### src/rtl/s3_timer8_pkg.sv
// Shared constants for the s3_timer8 period timer and its incrementer.
// Build option: define S3_TIMER8_PRESCALE_EN to enable the advance prescaler.
package s3_timer_pkg;

    localparam int TMR_W = 8;
    localparam int PSC_W = 4;

    localparam logic [0:0] ST_IDLE = 1'b0;
    localparam logic [0:0] ST_RUN  = 1'b1;

endpackage

### src/rtl/s3_timer8_inc8.sv
// s3_inc8: 8-bit ripple incrementer, x = a + 1 modulo 256.
// Build option: none (used by s3_timer8 as its only count source).
module s3_inc8
    import s3_timer_pkg::*;
(
    input  logic [TMR_W-1:0] a,
    output logic [TMR_W-1:0] x
);

    logic [TMR_W-1:0] w_c;

    assign w_c[0] = 1'b1;

    // Carry into bit i is set when every lower bit of a is 1.
    for (genvar i = 1; i < TMR_W; i++) begin : g_carry
        assign w_c[i] = w_c[i-1] & a[i-1];
    end

    assign x = a ^ w_c;

endmodule

### src/rtl/s3_timer8.sv
// s3_timer8: 8-bit programmable period timer with periodic/one-shot tick.
// Build option: define S3_TIMER8_PRESCALE_EN to gate advances by PRESCALE.
module s3_timer8
    import s3_timer_pkg::*;
#(
    parameter int unsigned PRESCALE = 0
) (
    input  logic             clk,
    input  logic             rst,
    input  logic [TMR_W-1:0] cfg_period,
    input  logic             cfg_oneshot,
    input  logic             start,
    input  logic             stop,
    output logic [TMR_W-1:0] cnt,
    output logic             tick,
    output logic             busy
);

    localparam logic [PSC_W-1:0] LP_PSC = PRESCALE[PSC_W-1:0];

    logic [0:0]       r_state;
    logic [TMR_W-1:0] r_cnt;
    logic [TMR_W-1:0] r_period;
    logic             r_tick;
    logic [TMR_W-1:0] w_inc;
    logic             w_adv;
    logic             w_term;

    s3_inc8 u_inc (
        .a (r_cnt),
        .x (w_inc)
    );

`ifdef S3_TIMER8_PRESCALE_EN
    logic [PSC_W-1:0] r_psc;
    logic [PSC_W-1:0] w_psc_inc;

    assign w_adv     = (r_psc == LP_PSC);
    assign w_psc_inc = r_psc + 1'b1;

    always_ff @(posedge clk) begin
        if (rst || stop || start || r_state != ST_RUN) begin
            r_psc <= '0;
        end else if (w_adv) begin
            r_psc <= '0;
        end else begin
            r_psc <= w_psc_inc;
        end
    end
`else
    logic w_unused_psc;

    assign w_unused_psc = |LP_PSC;
    assign w_adv        = 1'b1;
`endif

    assign w_term = (r_cnt == r_period);

    // Priority: rst, then stop, then start (restart), then normal RUN.
    always_ff @(posedge clk) begin
        if (rst) begin
            r_state  <= ST_IDLE;
            r_cnt    <= '0;
            r_tick   <= 1'b0;
            r_period <= '0;
        end else if (stop) begin
            r_state <= ST_IDLE;
            r_cnt   <= '0;
            r_tick  <= 1'b0;
        end else if (start) begin
            r_state  <= ST_RUN;
            r_period <= cfg_period;
            r_cnt    <= '0;
            r_tick   <= 1'b0;
        end else if (r_state == ST_RUN) begin
            if (w_adv && w_term) begin
                r_cnt  <= '0;
                r_tick <= 1'b1;
                if (cfg_oneshot) begin
                    r_state <= ST_IDLE;
                end
            end else if (w_adv) begin
                r_cnt  <= w_inc;
                r_tick <= 1'b0;
            end else begin
                r_tick <= 1'b0;
            end
        end else begin
            r_tick <= 1'b0;
        end
    end

    assign cnt  = r_cnt;
    assign tick = r_tick;
    assign busy = (r_state == ST_RUN);

endmodule
### config.mk
export PLATFORM = sky130hd
export DESIGN_NAME = s3_timer8
export DESIGN_NICKNAME = d
export VERILOG_FILES = /design/src/rtl/s3_timer8_pkg.sv /design/src/rtl/s3_timer8_inc8.sv /design/src/rtl/s3_timer8.sv
export SDC_FILE = /design/constraint.sdc
export NUM_CORES = 1
export LEC_CHECK = 0
export BUFFER_PORTS_ARGS = -buffer_cell sky130_fd_sc_hd__buf_2
export CORE_ASPECT_RATIO = 1.2
export CORE_MARGIN = 2
export CORE_UTILIZATION = 40
export CTS_BUF_LIST = sky130_fd_sc_hd__clkbuf_4
export DETAILED_ROUTE_END_ITERATION = 10
export PLACE_DENSITY = 0.66
export SLEW_MARGIN = 20
export SYNTH_ARGS = -nofsm -noshare
export SYNTH_HDL_FRONTEND = slang
export SYNTH_HIERARCHICAL = 1
export SYNTH_SLANG_ARGS = --single-unit
### constraint.sdc
create_clock -name clk -period 1.7 [get_ports clk]
set_input_delay 0.425 -clock clk [delete_from_list [all_inputs] [get_ports clk]]
set_output_delay 0.425 -clock clk [all_outputs]
set_load 0.005 [all_outputs]
==> run metrics <==
status=finished, violations left; failing checks=negative setup slack; yosys warns=6; Total Power=736 uW; Worst setup EP type=register; effective utilization at floorplan=41.6%; gr usage total=13.4%; drt drc=0; CP peak stage delay=340 ps; final period utilization=101%; Worst slew margin=46.2%; core area=2000 sq um; maximum clock rate=0.583 GHz; dpl ws=-41.4 ps; routed len/inst=13.0 um; Die X=45.7 um; NumNets Final=121; via count=628; Die Y=54.0 um; Net Count, Synth=90; post-synth top area share=43.2%; I/O Buffers=22; VDD IR-drop max=560 uV; # H-tree levels=1; Post-CTS Setup Bufs=0; Iteration-0 DRC Markers=11; final hold vios=0; crit-path most repeated cell=ha_4; worst path cell trace=ha_4, ha_4, ha_4, ha_4, ha_4, ha_4, xor2_1, a32o_1; Worst Path Arrival=1900 ps; global route overflow=0; row count=18; clk root buf=clkbuf_4; post-route setup slack=-15.8 ps; Cell Pwr Density=665 nW/um^2; Seq/Total Area, Yosys=43.2%; post-DP HPWL=1230 um; Layout Utilization=55.2%; CTS tree=yes; CTS Buffer Depth=2; vias in the first global route=522; dominant cells by area after synthesis=dfxtp_1 43%, a32o_1 9.6%, mux2i_1 9.6%, xor2_1 9.4%, ha_1 9.0%; clock skew=7.36 ps; layout cells sized above 1=45.0%; RSZ-0062 raised after global routing=yes; first-pass iteration count of the detailed router=4; delay-heaviest family, CP=adder cells; CTS buffer count=3; P&R area growth vs syn=32.5%; # IOs=23; Worst path slowest cell=dfxtp_2; worst-margin pin slew=800 ps; # diodes=0; maxcap violations=0; Max Transition Viols Final=0; largest net degree at the start of global routing=12; Avg Vias per Cell=5.23; antenna-violating nets left=0; min-delay worst type=input pin to register; initial antenna violation count=0; Clock Latency Late Sink=280 ps; Post-Route WL=1570 um; FF+latch count, synth=18; CP max FO=2; Sink Count=18; die area=2470 sq um; library cells used by synthesis=16; Post-Syn Instances=71; CP Launch Type=register; Setup violations, final=1; syn avg cell area=11.8 sq um; Crit path required time=1880 ps; WP buf/inv=0; clock period minus worst slack=1720 ps; clock transition at the registers of the reported paths=100 ps; leak pwr=0.000520 uW; kind of critical path=register to register; Hold Slack=373 ps; largest area contributor in the synthesized netlist=dfxtp_1; first-pass GRT wire length=2350 um; area of the mapped netlist=835 sq um; GP Congestion=0.686
==> repair_timing <==
item | in CTS | in global routing
pin swaps | 1 | 0
hold buffers | 0 | 0
resized for setup | 0 | 0
setup endpoints to repair | 1 | 1
hold endpoints to repair | 0 | 0
==> synth_stat cells <==
master,instances
a31oi_1,1
a32o_1,8
and3_2,1
buf_2,1
clkbuf_1,1
dfxtp_1,18
ha_1,6
inv_1,2
mux2i_1,8
nand2_2,1
nor2_1,9
nor2b_1,1
nor4_2,1
nor4_4,3
o21a_1,1
xor2_1,9
==> power breakdown <==
group	switching (uW)	internal, uW	leakage, uW
logic	51.2	43.5	0.000359
registers	7.26	432	0.000147
clock network	119	82.0	0.0000138
==> worst reg2reg max path, stage by stage (launching register included) <==
cell	delay, ps
dfxtp_2	340
ha_4	160
ha_4	160
ha_4	160
ha_4	150
ha_4	150
ha_4	140
xor2_1	150
a32o_1	220
==> cells by family (layout without fill, tap and decap cells) <==
logic type               Yosys count  count (layout)  synth area share (%)
AO/OA/AOI/OAI                     10              10                  11.2
XOR/XNOR                           9               9                  9.45
adder cells (fa/ha/maj)            6               6                  9.00
buffers and inverters              4              33                  1.95
flip-flops                        18              18                  43.2
multiplexers                       8               8                  9.60
AND/OR/NAND/NOR                   16              16                  15.6
==> final timing paths <==
path	from	endpoint	slack, ps	cells after the start
max	cnt[0]	cnt[7]	-20	8
min	cfg_period[0]	r_period[0]	370	3
max reg2reg	cnt[0]	cnt[7]	-20	8
min reg2reg	r_period[0]	r_period[0]	530	2
==> state kept, by name, indices dropped and copies added, names as in the netlist <==
signal and flops:
busy 1, tick 1, cnt 8, r_period 8
==> metal layers <==
| metal | track usage (%) | wire length [um] | vias up |
|---|---|---|---|
| met2 | 21.6 | 768 | 12 |
| met4 | 5.71 | 13 | 0 |
| li1 | - | - | 318 |
| met5 | 0 | 0 | - |
| met1 | 17.5 | 721 | 296 |
| met3 | 2.01 | 62 | 2 |
==> through the flow <==
| step | area [sq um] | TNS [ps] | cells |
|---|---|---|---|
| global placement | 1080 | -13.8 | 117 |
| floorplan | 912 | -38.3 | 71 |
| global route | 1110 | -65.4 | 120 |
| detailed placement | 1080 | -41.4 | 117 |
| finish | 1110 | -15.8 | 120 |
| CTS | 1110 | -27.7 | 120 |
==> cells in the final DEF (no fill, tap or decap) <==
| cell | n |
|---|---|
| nor2_1 | 9 |
| buf_4 | 6 |
| ha_4 | 6 |
| mux2i_1 | 8 |
| inv_1 | 2 |
| buf_2 | 22 |
| dfxtp_1 | 16 |
| dfxtp_2 | 2 |
| nor2b_1 | 1 |
| nor4_2 | 1 |
| o21a_1 | 1 |
| a31oi_1 | 1 |
| clkbuf_4 | 3 |
| and3_2 | 1 |
| nand2_2 | 1 |
| xor2_1 | 9 |
| nor4_4 | 3 |
| a32o_1 | 8 |
==> final cells by class <==
type	count	area, sq um
sequential	18	363
inverter	2	7.51
clock buffer	3	22.5
fill	181	898
tap	20	25.0
timing repair buffer	28	155
multi-input combinational	49	533
Note: power is estimated with default switching activity, not from simulation.
